### config.mk
export PLATFORM = sky130hd
export DESIGN_NAME = req_arbiter_8
export DESIGN_NICKNAME = d
export VERILOG_FILES = /design/src/rtl/req_arbiter_8.sv
export SDC_FILE = /design/constraint.sdc
export NUM_CORES = 1
export LEC_CHECK = 0
export ABC_AREA = 1
export CAP_MARGIN = 10
export CORE_MARGIN = 2
export CORE_UTILIZATION = 35
export DETAILED_ROUTE_END_ITERATION = 10
export SLEW_MARGIN = 10
export SYNTH_ARGS = -nofsm -noshare
export SYNTH_HDL_FRONTEND = slang
export SYNTH_SLANG_ARGS = --single-unit
### constraint.sdc
create_clock -name clk -period 2.45 [get_ports clk]
set_input_delay 0.3675 -clock clk [delete_from_list [all_inputs] [get_ports clk]]
set_output_delay 0.3675 -clock clk [all_outputs]
set_load 0.01 [all_outputs]
### src/rtl/req_arbiter_8.sv
// Eight-way request arbiter with fixed-priority or round-robin selection and a bounded grant tenure.
// All outputs are registered; bit 7 wins under fixed priority.
module req_arbiter_8 #(
  parameter int MAX_HOLD    = 16,
  parameter int RR_PTR_INIT = 0
) (
  input  logic       clk,
  input  logic       rst,
  input  logic [7:0] req,
  input  logic       mode,
  output logic [7:0] gnt,
  output logic [2:0] gnt_id,
  output logic       gnt_vld,
  output logic       busy
);

  typedef enum logic [1:0] {
    IDLE    = 2'd0,
    GRANT   = 2'd1,
    RELEASE = 2'd2
  } state_t;

  localparam bit         HOLD_EN   = (MAX_HOLD != 0);
  localparam logic [7:0] HOLD_LAST = 8'((MAX_HOLD == 0) ? 0 : MAX_HOLD - 1);
  localparam logic [2:0] PTR_INIT  = 3'(RR_PTR_INIT);

  state_t     state, state_nxt;
  logic [7:0] hold_cnt, hold_cnt_nxt;
  logic [2:0] ptr, ptr_nxt;
  logic [2:0] last_id, last_id_nxt;
  logic       expired, expired_nxt;
  logic [7:0] gnt_nxt;
  logic [2:0] gnt_id_nxt;
  logic       gnt_vld_nxt;
  logic       busy_nxt;
  logic [7:0] cand;
  logic [3:0] arb;

  // Returns {found, winner}; round-robin searches upward from base with wrap.
  function automatic logic [3:0] arbitrate(input logic [7:0] c, input logic rr,
                                           input logic [2:0] base);
    logic       found;
    logic [2:0] win;
    logic [2:0] idx;
    found = 1'b0;
    win   = 3'd0;
    if (!rr) begin
      for (int i = 0; i < 8; i++) begin
        if (c[i]) begin
          found = 1'b1;
          win   = 3'(i);
        end
      end
    end else begin
      for (int k = 7; k >= 0; k--) begin
        idx = base + 3'(k);
        if (c[idx]) begin
          found = 1'b1;
          win   = idx;
        end
      end
    end
    return {found, win};
  endfunction

  function automatic logic [7:0] sat_inc(input logic [7:0] v);
    return (v == 8'hFF) ? v : v + 8'd1;
  endfunction

  always_comb begin
    state_nxt    = state;
    hold_cnt_nxt = hold_cnt;
    ptr_nxt      = ptr;
    last_id_nxt  = last_id;
    expired_nxt  = expired;
    gnt_nxt      = gnt;
    gnt_id_nxt   = gnt_id;
    gnt_vld_nxt  = gnt_vld;
    busy_nxt     = busy;
    // The expired mask only ever applies to the one arbitration right after a timeout.
    cand = req & ~(expired ? (8'd1 << last_id) : 8'd0);
    arb  = arbitrate(cand, mode, ptr);

    case (state)
      IDLE, RELEASE: begin
        expired_nxt = 1'b0;
        if (arb[3]) begin
          state_nxt    = GRANT;
          gnt_nxt      = 8'd1 << arb[2:0];
          gnt_id_nxt   = arb[2:0];
          gnt_vld_nxt  = 1'b1;
          hold_cnt_nxt = 8'd0;
          busy_nxt     = 1'b1;
        end else begin
          state_nxt   = IDLE;
          gnt_nxt     = 8'd0;
          gnt_id_nxt  = 3'd0;
          gnt_vld_nxt = 1'b0;
          busy_nxt    = 1'b0;
        end
      end
      GRANT: begin
        hold_cnt_nxt = sat_inc(hold_cnt);
        if (!req[gnt_id] || (HOLD_EN && hold_cnt == HOLD_LAST)) begin
          // A dropped request takes precedence over a simultaneous timeout.
          expired_nxt = req[gnt_id];
          state_nxt   = RELEASE;
          gnt_nxt     = 8'd0;
          gnt_id_nxt  = 3'd0;
          gnt_vld_nxt = 1'b0;
          busy_nxt    = 1'b1;
          last_id_nxt = gnt_id;
          ptr_nxt     = gnt_id + 3'd1;
        end
      end
      default: begin
        state_nxt   = IDLE;
        gnt_nxt     = 8'd0;
        gnt_id_nxt  = 3'd0;
        gnt_vld_nxt = 1'b0;
        busy_nxt    = 1'b0;
        expired_nxt = 1'b0;
      end
    endcase
  end

  always_ff @(posedge clk or posedge rst) begin
    if (rst) begin
      state    <= IDLE;
      hold_cnt <= 8'd0;
      ptr      <= PTR_INIT;
      last_id  <= 3'd0;
      expired  <= 1'b0;
      gnt      <= 8'd0;
      gnt_id   <= 3'd0;
      gnt_vld  <= 1'b0;
      busy     <= 1'b0;
    end else begin
      state    <= state_nxt;
      hold_cnt <= hold_cnt_nxt;
      ptr      <= ptr_nxt;
      last_id  <= last_id_nxt;
      expired  <= expired_nxt;
      gnt      <= gnt_nxt;
      gnt_id   <= gnt_id_nxt;
      gnt_vld  <= gnt_vld_nxt;
      busy     <= busy_nxt;
    end
  end

endmodule

# Word-level counts from Yosys, hierarchy flattened
# Index checks and enable logic that the tools add are counted.
[word_totals] out_inout_bits=13 ff_bits=30 in_bits=11
[op_classes] mux=71 n_reduce_logical=7 n_eq_ne=7 add_sub_neg=9 n_shift=2 n_lt_le_gt_ge=9 n_bitwise=2
[ops] cell="$mux W3" n=17
[ops] cell="$mux W8" n=5
[ops] cell="$lt A3 B4 Y1 const B" n=9
[ops] cell="$mux W1" n=33
[ops] cell="$pmux W8 S2" n=2
[ops] cell="$bmux W1 S3" n=9
[ops] cell="$shl A1 B3 Y8 const A" n=2
[ops] cell="$add A3 B3 Y3 const B" n=4
[ops] cell="$add A8 B1 Y8 const B" n=1
[ops] cell="$and A8 B8 Y8" n=1
[ops] cell="$eq A8 B4 Y1 const B" n=1
[ops] cell="$eq A8 B8 Y1 const B" n=1
[ops] cell="$not A8 Y8" n=1
[ops] cell="$add A3 B1 Y3 const B" n=2
[ops] cell="$add A3 B2 Y3 const B" n=2
[ops] cell="$ne A2 B2 Y1 const B" n=3
[ops] cell="$pmux W3 S2" n=1
[ops] cell="$pmux W1 S2" n=2
[ops] cell="$pmux W2 S2" n=1
[ops] cell="$reduce_and A3 Y1" n=1
[ops] cell="$eq A2 B1 Y1 const B" n=1
[ops] cell="$eq A2 B2 Y1 const B" n=1
[ops] cell="$logic_not A2 Y1" n=1
[ops] cell="$mux W2" n=1
[ops] cell="other kinds (5)" n=5

# Logic depth before layout (Yosys ltp)
[depth] depth_word=18 depth_mapped=21 ltp_nobuf=20

# Worst setup path before layout
# OpenSTA, ideal clock, no wires.
[synth_path] path_kind="reg2reg" from="reg ptr[1]" to="reg gnt[0]" arrival_ns=2.187 path_slack_ns=0.145 path_stages_with_launch=21 required_ns=2.332 period_less_slack_ns=2.305 setup_time_ns=0.118 cell_sequence="dfrtp_1 buf_2 clkinv_1 ha_1 buf_6 inv_1 nand3_1 nand3_2 nand2_2 nor2_1 nand2_1 nand3_1 nand2_1 nand2_1 nand2_1 nand2_1 nand2_2 nand2_1 nand2_2 nand3_1 nand2_1"
[synth_via] elab_chain_len=15
[synth_lines] item="start, declared" line_no="29" rtl="logic [2:0] ptr, ptr_nxt;"
[synth_lines] item="start signal, assigned" line_no="141" rtl="ptr <= ptr_nxt;"
[synth_lines] item="$add A3 B3 Y3" line_no="56" rtl="idx = base + 3'(k);"
[synth_lines] item="$bmux W1 S3" line_no="57" rtl="if (c[idx]) begin"
[synth_lines] item="$mux W1 (implied by the code)" line_no="57"
[synth_lines] item="$mux W3 (8 in a row)" line_no="57"
[synth_lines] item="$mux W3" line_no="47" rtl="if (!rr) begin"
[synth_lines] item="$shl A1 B3 Y8" line_no="89" rtl="gnt_nxt = 8'd1 << arb[2:0];"
[synth_lines] item="$mux W8 *" line_no="87" rtl="if (arb[3]) begin"
[synth_lines] item="$pmux W8 S2 *" line_no="84" rtl="case (state)"
[synth_lines] item="end signal, assigned" line_no="144" rtl="gnt <= gnt_nxt;"
[synth_lines] item="end, declared" line_no="11" rtl="output logic [7:0] gnt,"
# Mark *: on every way between the ends. The rest lies on a longest branch, timed or not. The select of a mux whose other input is x is not followed.
# A chain may end at the register's enable or synchronous reset.

# Worst setup path in the final report
[layout_path] from="reg ptr[0]" to="reg gnt[3]"
# Same word-level chain as after synthesis.

==> results.md <==
- # Max-Cap Violations: 0
- First-pass GRT wire length: slightly below 10000 um
- I/O pin count: 24
- Setup Viol. Count Final: 0
- WL/cell: ~14 um
- Maximum fanout along the worst path: 11
- Mapped cell area: roughly 2200 um^2
- Vias in the first global route: 2180
- Antenna-violating nets left: 0
- Core Region: between 5000 and 6000 um^2
- Post-Synth Adder-Cell Area: 2.30%
- Initial Util: approximately 37%
- Worst-skew pair later-pin latency: approximately 0.28 ns
- 1st-iter DRT viols: approximately 120
- CP max stage delay: 0.40 ns
- Syn Nets: approximately 330
- Vias after detailed routing: 2198
- IO buf count: 23
- Critical path origin: ptr[0]
- Vias per inst: around 5.2
- Clock Skews: approximately 0.0087 ns
- Commonest non-fill, non-tap cells in the layout: nand2_1 (80), nand3_1 (58), inv_1 (36)
- Worst reg2reg path depth: 17
- Total power: roughly 0.0041 W
- DP HPWL: 4590 um
- Fillers: around 600
- Root buf cell: clkbuf_8
- CP endpoint kind: register
- Max frequency: roughly 0.44 GHz
- Cts hold-fix bufs: 0
- GPL Wtd Cong: 0.980
- Avg Synthesized Cell Area: roughly 7 um^2
- Layout cells sized above 1: 15.7%
- DRC viols: 0
- Synth cell types: 40
- Crit path arrival time: 2.41 ns
- 1st-pass router iterations: 4
- Die area: around 6900 um^2
- Post-synthesis mux area share: 0%
- CP most frequent cell: nand2_1
- CTS tree: yes
- Worst path depth: 17
- CP Capture Point: gnt[3]
- Crit Reg-Reg Endpoint: gnt[3]
- Tcrit/Tclk final: just over 90%
- Design area: 2700 um^2
- CTS clk-pin slew, worst paths: 0.07 ns
- Largest family of logic cells by synthesized area: simple AND/OR/NAND/NOR gates
- Critical path class: reg -> reg
- Worst path required time: between 2 and 3 ns
- Slew HR: 52.4%
- Area after DPL: around 2500 um^2
- Ys Warns: 0
- Peak VDD IR: 0.764 mV
- Worst min-delay path category: in -> async
- Footprint of the multi-input gates: ~1300 um^2
- Synth Area in XOR/XNOR: under 10%
- Post-layout minimum cycle time: 2.25 ns
- R2R Path Start: ptr[0]
- Clock sinks: 29
- Max clock buf depth: 2
- WHS: approximately 0.45 ns
- Hold Fails Final Rpt: 0
- Antenna violations before repair: 0
- CP Launch Type: register
- Commonest non-fill, non-tap cell in the layout: nand2_1
- Antenna Cells: 0
- Syn Inst Count: 310
- Register area share after synthesis: 33.4%
- Die H: roughly 83 um
- R2R Setup Slk: about 0.20 ns
- Worst slew pin tran: about 0.7 ns
- Routed WL: just under 6000 um
- Status: completed
- Critical Path, Cell by Cell: buf_6 -> ha_1 -> xor2_2 -> inv_1 -> nand3_2 -> nand2_2 -> inv_1 -> a21oi_1 -> o21bai_1 -> nand2_1 -> nand2_1 -> nand2_1 -> nand2_1 -> nand2_1 -> nand2_1 -> nand3_1 -> nand2_1
- Slowest stage cell, crit path: dfrtp_1
- FP Rows: 28
- Compound-Gate Fraction of Synth Area: 13.9%
- Power per standard cell area: 1530 nW/um^2
- Tot GR Track Use: between 15 and 20%
- CTS buffer count: 5
- Total gr overflow: 0
- Simple-Gate Fraction of Synth Area: between 40% and 50%
- Seq cells post-synth: 29
- Leak: ~1.3 nW
- Chip Width: about 83 um
- # nets final: between 300 and 400
- Seq. cell area: a little over 700 um^2
- Crit path max-delay family: simple AND/OR/NAND/NOR gates
- H-Tree Depth: 2
- Largest net degree at the start of global routing: 30
- Final slew viol count: 0
- Area delta synth->final: 23.9%
- Critical path buffers and inverters: 3
==> cell usage after synthesis (all sizes together) <==
cell / number / share of area, %
o21bai: 3 / 1.0
o21a: 1 / 0.35
buf: 4 / 1.4
dfrtp: 29 / 33
ha: 4 / 2.3
o22a: 1 / 0.40
nor3b: 1 / 0.57
a22o: 1 / 0.40
o21ai: 15 / 3.5
nand4: 5 / 1.4
a32o: 1 / 0.46
nor2: 19 / 4.3
nor4: 1 / 0.29
inv: 39 / 6.7
o22ai: 2 / 0.57
nand2: 85 / 15
a221oi: 1 / 0.69
o221ai: 1 / 0.40
o41ai: 1 / 0.40
a31oi: 1 / 0.29
xor2: 3 / 1.2
a21oi: 17 / 4.6
nor3: 3 / 1.1
or2: 1 / 0.29
clkinv: 1 / 0.17
nand3: 66 / 17
a21boi: 2 / 0.86
xnor2: 2 / 0.81
==> sequential cells by signal (all words and copies together), names as in the netlist <==
name and cells:
ptr 3, state 2, gnt_id 3, last_id 3, hold_cnt 8, gnt 8, busy 1, expired 1
==> power by group <==
part           switching [W]  internal (W)
clock               0.000179      0.000196
sequential          0.000182      0.000655
combinational        0.00177       0.00114
==> cell type report <==
cell class | instances | share of cell area, %
multi-input combinational | 237 | 48.4
sequential | 29 | 26.9
inverter | 40 | 5.57
timing repair buffer | 36 | 12.6
clock inverter | 2 | 0.371
tap | 75 | 3.48
clock buffer | 6 | 2.69
==> metrics by stage <==
step                      utilization, %  worst slack (ns)   TNS [ns]  instances
after detailed placement            42.7            0.0349          0        414
after global routing                45.3         -0.000956  -0.000956        425
final                               45.3             0.201          0        425
after floorplan                        -             0.145          0        310
after CTS                           44.1             0.153          0        422
after global placement              42.7            0.0615          0        414
==> worst min-delay path by stage <==
stage | slack, ns | cells past startpoint | endpoint | from
after floorplan | 0.45 | 1 | busy | rst
after global placement | 0.46 | 2 | gnt[2] | gnt[2]
after detailed placement | 0.47 | 2 | gnt[2] | gnt[2]
after CTS | 0.46 | 3 | gnt[2] | rst
after global routing | 0.51 | 2 | gnt[4] | gnt[4]
final | 0.45 | 3 | gnt[2] | rst
==> repair_timing <==
action                                  4_1_cts  5_1_grt
hold endpoints to repair                      0        0
gates resized for setup                       0       11
setup buffers                                 0        3
endpoints found under the setup margin        0       10
==> cells by family (layout without fill, tap and decap cells) <==
family	count (synthesis)	count (layout)
xor gates and xnor gates	5	5
and+or+nand+nor	181	181
adders and majority gates	4	4
AOI/OAI and AO/OA	47	47
buffers and inverters	44	84
DFF	29	29
==> layer usage <==
layer  up-vias  GRT usage [%]  share of wire, %
met3        18           3.08               4.4
met5         -              0                 0
met1       996           21.4                43
met4         0           9.24               3.5
met2        63           29.8                49
li1       1121              -                 -
==> worst min-delay path: stages <==
cell	delay [ns]
clkdlybuf4s50_1	0.39
inv_1	0.05
buf_4	0.33
No activity file was read; power rests on OpenSTA's default activity.
